<file path="src/rtl/scan_tap_pkg.sv">
// Shared constants, receive-FSM state type and framing helpers for scan_tap_multi.
// Frame layout: START(0), data LSB first, optional parity, STOP(1).
// Parity modes: none / even (XOR of data and parity = 0) / odd (XOR = 1).
package scan_tap_pkg;

   localparam int PARITY_NONE = 0;
   localparam int PARITY_EVEN = 1;
   localparam int PARITY_ODD  = 2;

   typedef enum logic [1:0] {
      RX_HUNT,
      RX_DATA,
      RX_PARITY,
      RX_STOP
   } rx_state_e;

   // Total bits per frame including start, optional parity and stop.
   function automatic int frame_len(input int data_bits, input int parity);
      return data_bits + 2 + ((parity != PARITY_NONE) ? 1 : 0);
   endfunction

   // Parity bit to transmit after the data bits; data is zero-extended by the caller.
   function automatic logic parity_bit(input logic [8:0] data, input int mode);
      logic p;
      p = ^data;
      if (mode == PARITY_ODD) p = ~p;
      return p;
   endfunction

endpackage

</file>
<file path="src/rtl/scan_frame_rx.sv">
// Serial NRZ frame receiver: one bit per i_tck, LSB-first data, optional parity.
// o_good / o_bad are combinational during the STOP bit, so the owner acts on the stop edge.
// Controllers should leave at least one idle (1) bit between consecutive frames.
module scan_frame_rx
   import scan_tap_pkg::*;
#(
   parameter int DATA_BITS = 8,
   parameter int PARITY    = PARITY_NONE
) (
   input  logic                 i_tck,
   input  logic                 i_rst,
   input  logic                 i_tdi,
   output logic [DATA_BITS-1:0] o_data,
   output logic                 o_good,
   output logic                 o_bad
);

   localparam logic [3:0] LAST_BIT = 4'(DATA_BITS - 1);

   rx_state_e            state_q;
   logic [3:0]           cnt_q;
   logic [DATA_BITS-1:0] shift_q;
   logic                 par_q;
   logic [8:0]           data_ext;
   logic                 par_ok;
   logic                 frame_ok;

   // Receive FSM: hunt for start, shift data, sample parity, then the stop bit.
   always_ff @(posedge i_tck) begin
      if (i_rst) begin
         state_q <= RX_HUNT;
         cnt_q   <= '0;
         shift_q <= '0;
         par_q   <= 1'b0;
      end else begin
         case (state_q)
            RX_HUNT: begin
               if (!i_tdi) begin
                  state_q <= RX_DATA;
                  cnt_q   <= '0;
               end
            end
            RX_DATA: begin
               shift_q <= {i_tdi, shift_q[DATA_BITS-1:1]};
               cnt_q   <= cnt_q + 4'd1;
               if (cnt_q == LAST_BIT) begin
                  if (PARITY != PARITY_NONE) state_q <= RX_PARITY;
                  else                       state_q <= RX_STOP;
               end
            end
            RX_PARITY: begin
               par_q   <= i_tdi;
               state_q <= RX_STOP;
            end
            RX_STOP: begin
               state_q <= RX_HUNT;
            end
            default: state_q <= RX_HUNT;
         endcase
      end
   end

   // Frame check: stop bit must be 1 and the parity bit must match the data.
   always_comb begin
      data_ext                 = '0;
      data_ext[DATA_BITS-1:0]  = shift_q;
      par_ok                   = 1'b1;
      if (PARITY != PARITY_NONE) par_ok = (par_q == parity_bit(data_ext, PARITY));
      frame_ok                 = par_ok && i_tdi;
   end

   assign o_data = shift_q;
   assign o_good = (state_q == RX_STOP) && frame_ok;
   assign o_bad  = (state_q == RX_STOP) && !frame_ok;

endmodule

</file>
<file path="src/rtl/scan_tap_multi.sv">
// Multi-channel scan-chain TAP: address match, per-channel inbound staging and outbound frames.
// Inbound word and o_strobe update on the stop edge of the last channel's frame.
// o_tdo bypasses i_tdi unless this project is active in the data phase.
module scan_tap_multi
   import scan_tap_pkg::*;
#(
   parameter int DATA_BITS = 8,
   parameter int CHANNELS  = 2,
   parameter int PARITY    = PARITY_NONE,
   parameter int ADDR_BITS = 8
) (
   input  logic                          i_tck,
   input  logic                          i_rst,
   input  logic                          i_tms,
   input  logic                          i_tdi,
   input  logic [ADDR_BITS-1:0]          address,
   input  logic [CHANNELS*DATA_BITS-1:0] outbound,
   output logic [CHANNELS*DATA_BITS-1:0] inbound,
   output logic                          o_strobe,
   output logic                          o_frame_err,
   output logic [7:0]                    o_err_count,
   output logic                          o_tck,
   output logic                          o_tms,
   output logic                          o_tdo
);

   localparam int FRAME_LEN = frame_len(DATA_BITS, PARITY);
   localparam int CH_W      = (CHANNELS > 1) ? $clog2(CHANNELS) : 1;
   localparam int WORD_W    = CHANNELS * DATA_BITS;
   localparam logic [CH_W-1:0] LAST_CH = CH_W'(CHANNELS - 1);

   logic [DATA_BITS-1:0] rx_data;
   logic                 rx_good;
   logic                 rx_bad;
   logic                 addr_hit;

   logic                 active_q,  active_d;
   logic [CH_W-1:0]      ch_idx_q,  ch_idx_d;
   logic [WORD_W-1:0]    stage_q,   stage_d;
   logic [WORD_W-1:0]    inbound_q, inbound_d;
   logic                 strobe_q,  strobe_d;
   logic                 ferr_q,    ferr_d;
   logic [7:0]           err_cnt_q, err_cnt_d;
   logic [FRAME_LEN-1:0] tx_q,      tx_d;

   logic [DATA_BITS-1:0] ch_out;
   logic [8:0]           ch_ext;
   logic [FRAME_LEN-1:0] tx_load;

   scan_frame_rx #(
      .DATA_BITS (DATA_BITS),
      .PARITY    (PARITY)
   ) u_rx (
      .i_tck  (i_tck),
      .i_rst  (i_rst),
      .i_tdi  (i_tdi),
      .o_data (rx_data),
      .o_good (rx_good),
      .o_bad  (rx_bad)
   );

   // Data bits above the address field must be zero for a match.
   assign addr_hit = (rx_data[ADDR_BITS-1:0] == address) && ((rx_data >> ADDR_BITS) == '0);

   // Build the outbound frame for the channel currently being received.
   always_comb begin
      ch_out                  = outbound[int'(ch_idx_q)*DATA_BITS +: DATA_BITS];
      ch_ext                  = '0;
      ch_ext[DATA_BITS-1:0]   = ch_out;
      tx_load                 = '1;
      tx_load[0]              = 1'b0;
      tx_load[DATA_BITS:1]    = ch_out;
      if (PARITY != PARITY_NONE) tx_load[DATA_BITS+1] = parity_bit(ch_ext, PARITY);
   end

   // Next-state logic: error counting, address phase clearing, channel staging and tx load.
   always_comb begin
      active_d  = active_q;
      ch_idx_d  = ch_idx_q;
      stage_d   = stage_q;
      inbound_d = inbound_q;
      strobe_d  = 1'b0;
      ferr_d    = 1'b0;
      err_cnt_d = err_cnt_q;
      tx_d      = {1'b1, tx_q[FRAME_LEN-1:1]};

      if (rx_bad) begin
         ferr_d = 1'b1;
         if (err_cnt_q != 8'hFF) err_cnt_d = err_cnt_q + 8'd1;
      end

      if (!i_tms) begin
         // Address phase: idle tx at 1 so o_tdo is high when the mux flips back.
         ch_idx_d  = '0;
         inbound_d = '0;
         tx_d      = '1;
         if (rx_good) active_d = addr_hit;
      end else if (rx_good && active_q) begin
         stage_d[int'(ch_idx_q)*DATA_BITS +: DATA_BITS] = rx_data;
         tx_d = tx_load;
         if (ch_idx_q == LAST_CH) begin
            ch_idx_d  = '0;
            inbound_d = stage_d;
            strobe_d  = 1'b1;
         end else begin
            ch_idx_d = ch_idx_q + 1'b1;
         end
      end
   end

   // State registers with synchronous reset.
   always_ff @(posedge i_tck) begin
      if (i_rst) begin
         active_q  <= 1'b0;
         ch_idx_q  <= '0;
         stage_q   <= '0;
         inbound_q <= '0;
         strobe_q  <= 1'b0;
         ferr_q    <= 1'b0;
         err_cnt_q <= '0;
         tx_q      <= '1;
      end else begin
         active_q  <= active_d;
         ch_idx_q  <= ch_idx_d;
         stage_q   <= stage_d;
         inbound_q <= inbound_d;
         strobe_q  <= strobe_d;
         ferr_q    <= ferr_d;
         err_cnt_q <= err_cnt_d;
         tx_q      <= tx_d;
      end
   end

   assign inbound     = inbound_q;
   assign o_strobe    = strobe_q;
   assign o_frame_err = ferr_q;
   assign o_err_count = err_cnt_q;
   assign o_tck       = i_tck;
   assign o_tms       = i_tms;
   assign o_tdo       = (i_tms && active_q) ? tx_q[0] : i_tdi;

endmodule

</file>
<file path="config.mk">
export PLATFORM = sky130hd
export DESIGN_NAME = scan_tap_multi
export DESIGN_NICKNAME = d
export VERILOG_FILES = /design/src/rtl/scan_tap_pkg.sv /design/src/rtl/scan_frame_rx.sv /design/src/rtl/scan_tap_multi.sv
export SDC_FILE = /design/constraint.sdc
export NUM_CORES = 1
export LEC_CHECK = 0
export CAP_MARGIN = 20
export CORE_MARGIN = 3
export CORE_UTILIZATION = 49
export CTS_BUF_LIST = sky130_fd_sc_hd__clkbuf_16
export DETAILED_ROUTE_END_ITERATION = 8
export PLACE_DENSITY = 0.79
export SLEW_MARGIN = 20
export SYNTH_ARGS = -nofsm -noshare
export SYNTH_HDL_FRONTEND = slang
export SYNTH_SLANG_ARGS = --single-unit
</file>
<file path="constraint.sdc">
create_clock -name i_tck -period 1.95 [get_ports i_tck]
set_input_delay 0.4875 -clock i_tck [delete_from_list [all_inputs] [get_ports i_tck]]
set_output_delay 0.4875 -clock i_tck [all_outputs]
set_load 0.03 [all_outputs]
</file>
==> summary.txt <==
Seq/Total Area, Yosys - 48.48%
Core Box Area - 4755 um2
Final instance area - 3502 um2
Adder-cell share of the synthesized area - 2.568%
Final hold vios - 0
Post-Route Hold Slack - 0.4282 ns
PD cells - 1026 nW/um2
Area Overhead vs Synth - 43.76%
# IOs - 57
Post-Layout Cell Count - 382
Tightest Pin Transition - 0.7822 ns
Commonest non-fill, non-tap cell in the layout - dfxtp_1
Total power - 3.593 mW
Gate Count Post-Synth - 239
Total wire length - 5466 um
Post-DP HPWL - 3502 um
Initial antenna violation count - 0
Worst Path Required - 1.46 ns
Die X - 76.51 um
Placement Setup Slack - -0.2151 ns
Relative slew margins - 47.85%
RSZ-0062 raised after global routing - false
Post-synth net total - 272
Most frequent cells in the layout - dfxtp_1, clkdlybuf4s50_1, mux2i_1, nor2_1, buf_4
Worst-Skew Late Latency - 0.43 ns
Critical setup path kind - reg2out
TNS Setup - 0 ns
Synth Area in Simple Gates - 14.28%
DRC - 0
Multi-input logic area - 1135 um2
Post-synthesis xor/xnor area fraction - 3.595%
Clock Skews - 0.005410 ns
Fin. max-slew vios - 0
Fraction of final layout cells sized beyond drive strength 1 - 14.29%
Drt wl/cell - 14.31 um
Crit path largest cell delay - 0.66 ns
PostCTS Resize Cnt - 14
Clock-pin slew on the worst setup and hold paths - 0.05 ns
Post-cts hold buffer count - 0
Largest delay share family, worst path - buffers and inverters
# setup viols final - 0
Post-route setup slack - 0.04237 ns
Syn_area_per_cell - 10.19 um2
Core Util, Final - 73.66%
Post-CTS Setup Repair Bufs - 0
Post-synthesis compound-gate area fraction - 14.95%
Die height - 76.51 um
Critical Path AT - 1.42 ns
Port buffer count - 56
Fin crit share - 97.83%
Status - finished clean
Max Cap Violations - 0
Synthesis-stage register bit count - 59
Std cell rows - 25
1st-pass router iterations - 4
Filler cells - 364
Yosys warning count - 0
Critical-path cell list - clkdlybuf4s50_1
Starting Density - 51.24%
EDFF count, synth - 0
Routed Antenna Nets - 0
Critical-path top delay cell - clkdlybuf4s50_1
Die area - 5854 um2
Number of vias per cell - 5.194
Async S/R FF share, synth - 0%
Largest net degree at the start of global routing - 20
Placed Area - 3098 um2
CP endpoint kind - output port
First DRT Iteration DRCs - 87
Total number of vias - 1984
Crit Path Max Fanout - 2
Mux contribution to synthesized area - 11.20%
Peak VDD IR - 1.167 mV
Yosys cell types - 40
GRT overflow - 0
Number of global-route vias before repair - 1958
Cells after DPL - 363
Reg area - 1181 um2
Post-synth top flop - dfxtp_1
Largest family of logic cells by synthesized area - compound AO/OA/AOI/OAI gates
N_diodes - 0
Buf/Inv on CP - 1
Gr usage total - 19.98%
First-pass GRT wire length - 9211 um
Post-layout nets - 343
Worst hold-check path type - reg2reg
Leak - 1.635 nW
CTS tree - done
Min Tclk post-route - 1.908 ns
Placer Congestion - 0.8738
Peak Freq - 524.2 MHz
Setup crit start kind - flop
Post-Synthesis Cell Area - 2436 um2
-- Yosys cell counts (4+ instances only) --
cell type   n  share of area, %
and3_1      4               1.0
clkbuf_1    4              0.62
buf_2       6               1.2
buf_6       4               1.8
nor2b_1     4               1.0
nand2_1    18               2.8
a22o_1     16               5.8
nand3_1     4              0.82
o211ai_1    7               2.2
dfxtp_1    59                48
a21oi_1     9               1.8
mux2i_1    25                10
ha_1        5               2.6
xnor2_1     9               3.2
nor2_1     25               3.9
-- layout make-up --
cell class	count	share of cell area, %
clock buffers	13	9.289
clock inverters	7	1.965
inverters	2	0.2144
multi-input cells	161	32.40
flip-flops and latches	59	33.73
well taps	67	2.394
repair buffers	73	20.01
-- worst paths after layout --
| path | start | endpoint | slack (ns) | cells after the start |
|---|---|---|---|---|
| setup / recovery | inbound[6]$_SDFFE_PP0P_ | inbound[6] | 0.04 | 1 |
| hold / removal | tx_q[1]$_SDFF_PP1_ | tx_q[0]$_SDFF_PP1_ | 0.43 | 2 |
| setup reg to reg | u_rx.state_q[0]$_SDFFE_PP0P_ | inbound[2]$_SDFFE_PP0P_ | 0.17 | 4 |
| hold reg to reg | tx_q[1]$_SDFF_PP1_ | tx_q[0]$_SDFF_PP1_ | 0.43 | 2 |
-- kinds of logic (layout without fill, tap and decap cells) --
group	count (synthesis)	count (layout)
AOI/OAI and AO/OA	49	49
buffers and inverters	19	95
DFF	59	59
muxes	27	27
and+or+nand+nor	70	70
adders and majority gates	5	5
xor gates and xnor gates	10	10
-- power by group --
group / switching (mW) / internal (mW) / leakage, nW
Sequential: 0.0304 / 1.23 / 0.476
Clock: 0.648 / 1.33 / 0.192
Combinational: 0.167 / 0.180 / 0.966
-- flip-flops by register name (all words and copies together), names as in the netlist --
signal	flops
o_err_count	8
active_q	1
tx_q	9
ch_idx_q	1
inbound	16
o_strobe	1
o_frame_err	1
stage_q	8
u_rx.state_q	2
u_rx.o_data	8
u_rx.cnt_q	4
-- metal layers --
| metal | share of wire, % | global-route usage (%) |
|---|---|---|
| met3 | 4.3 | 5.201 |
| met4 | 2.3 | 11.78 |
| met2 | 49 | 33.04 |
| met5 | 0 | 0 |
| met1 | 44 | 23.22 |
(Power assumes the default switching activity.)
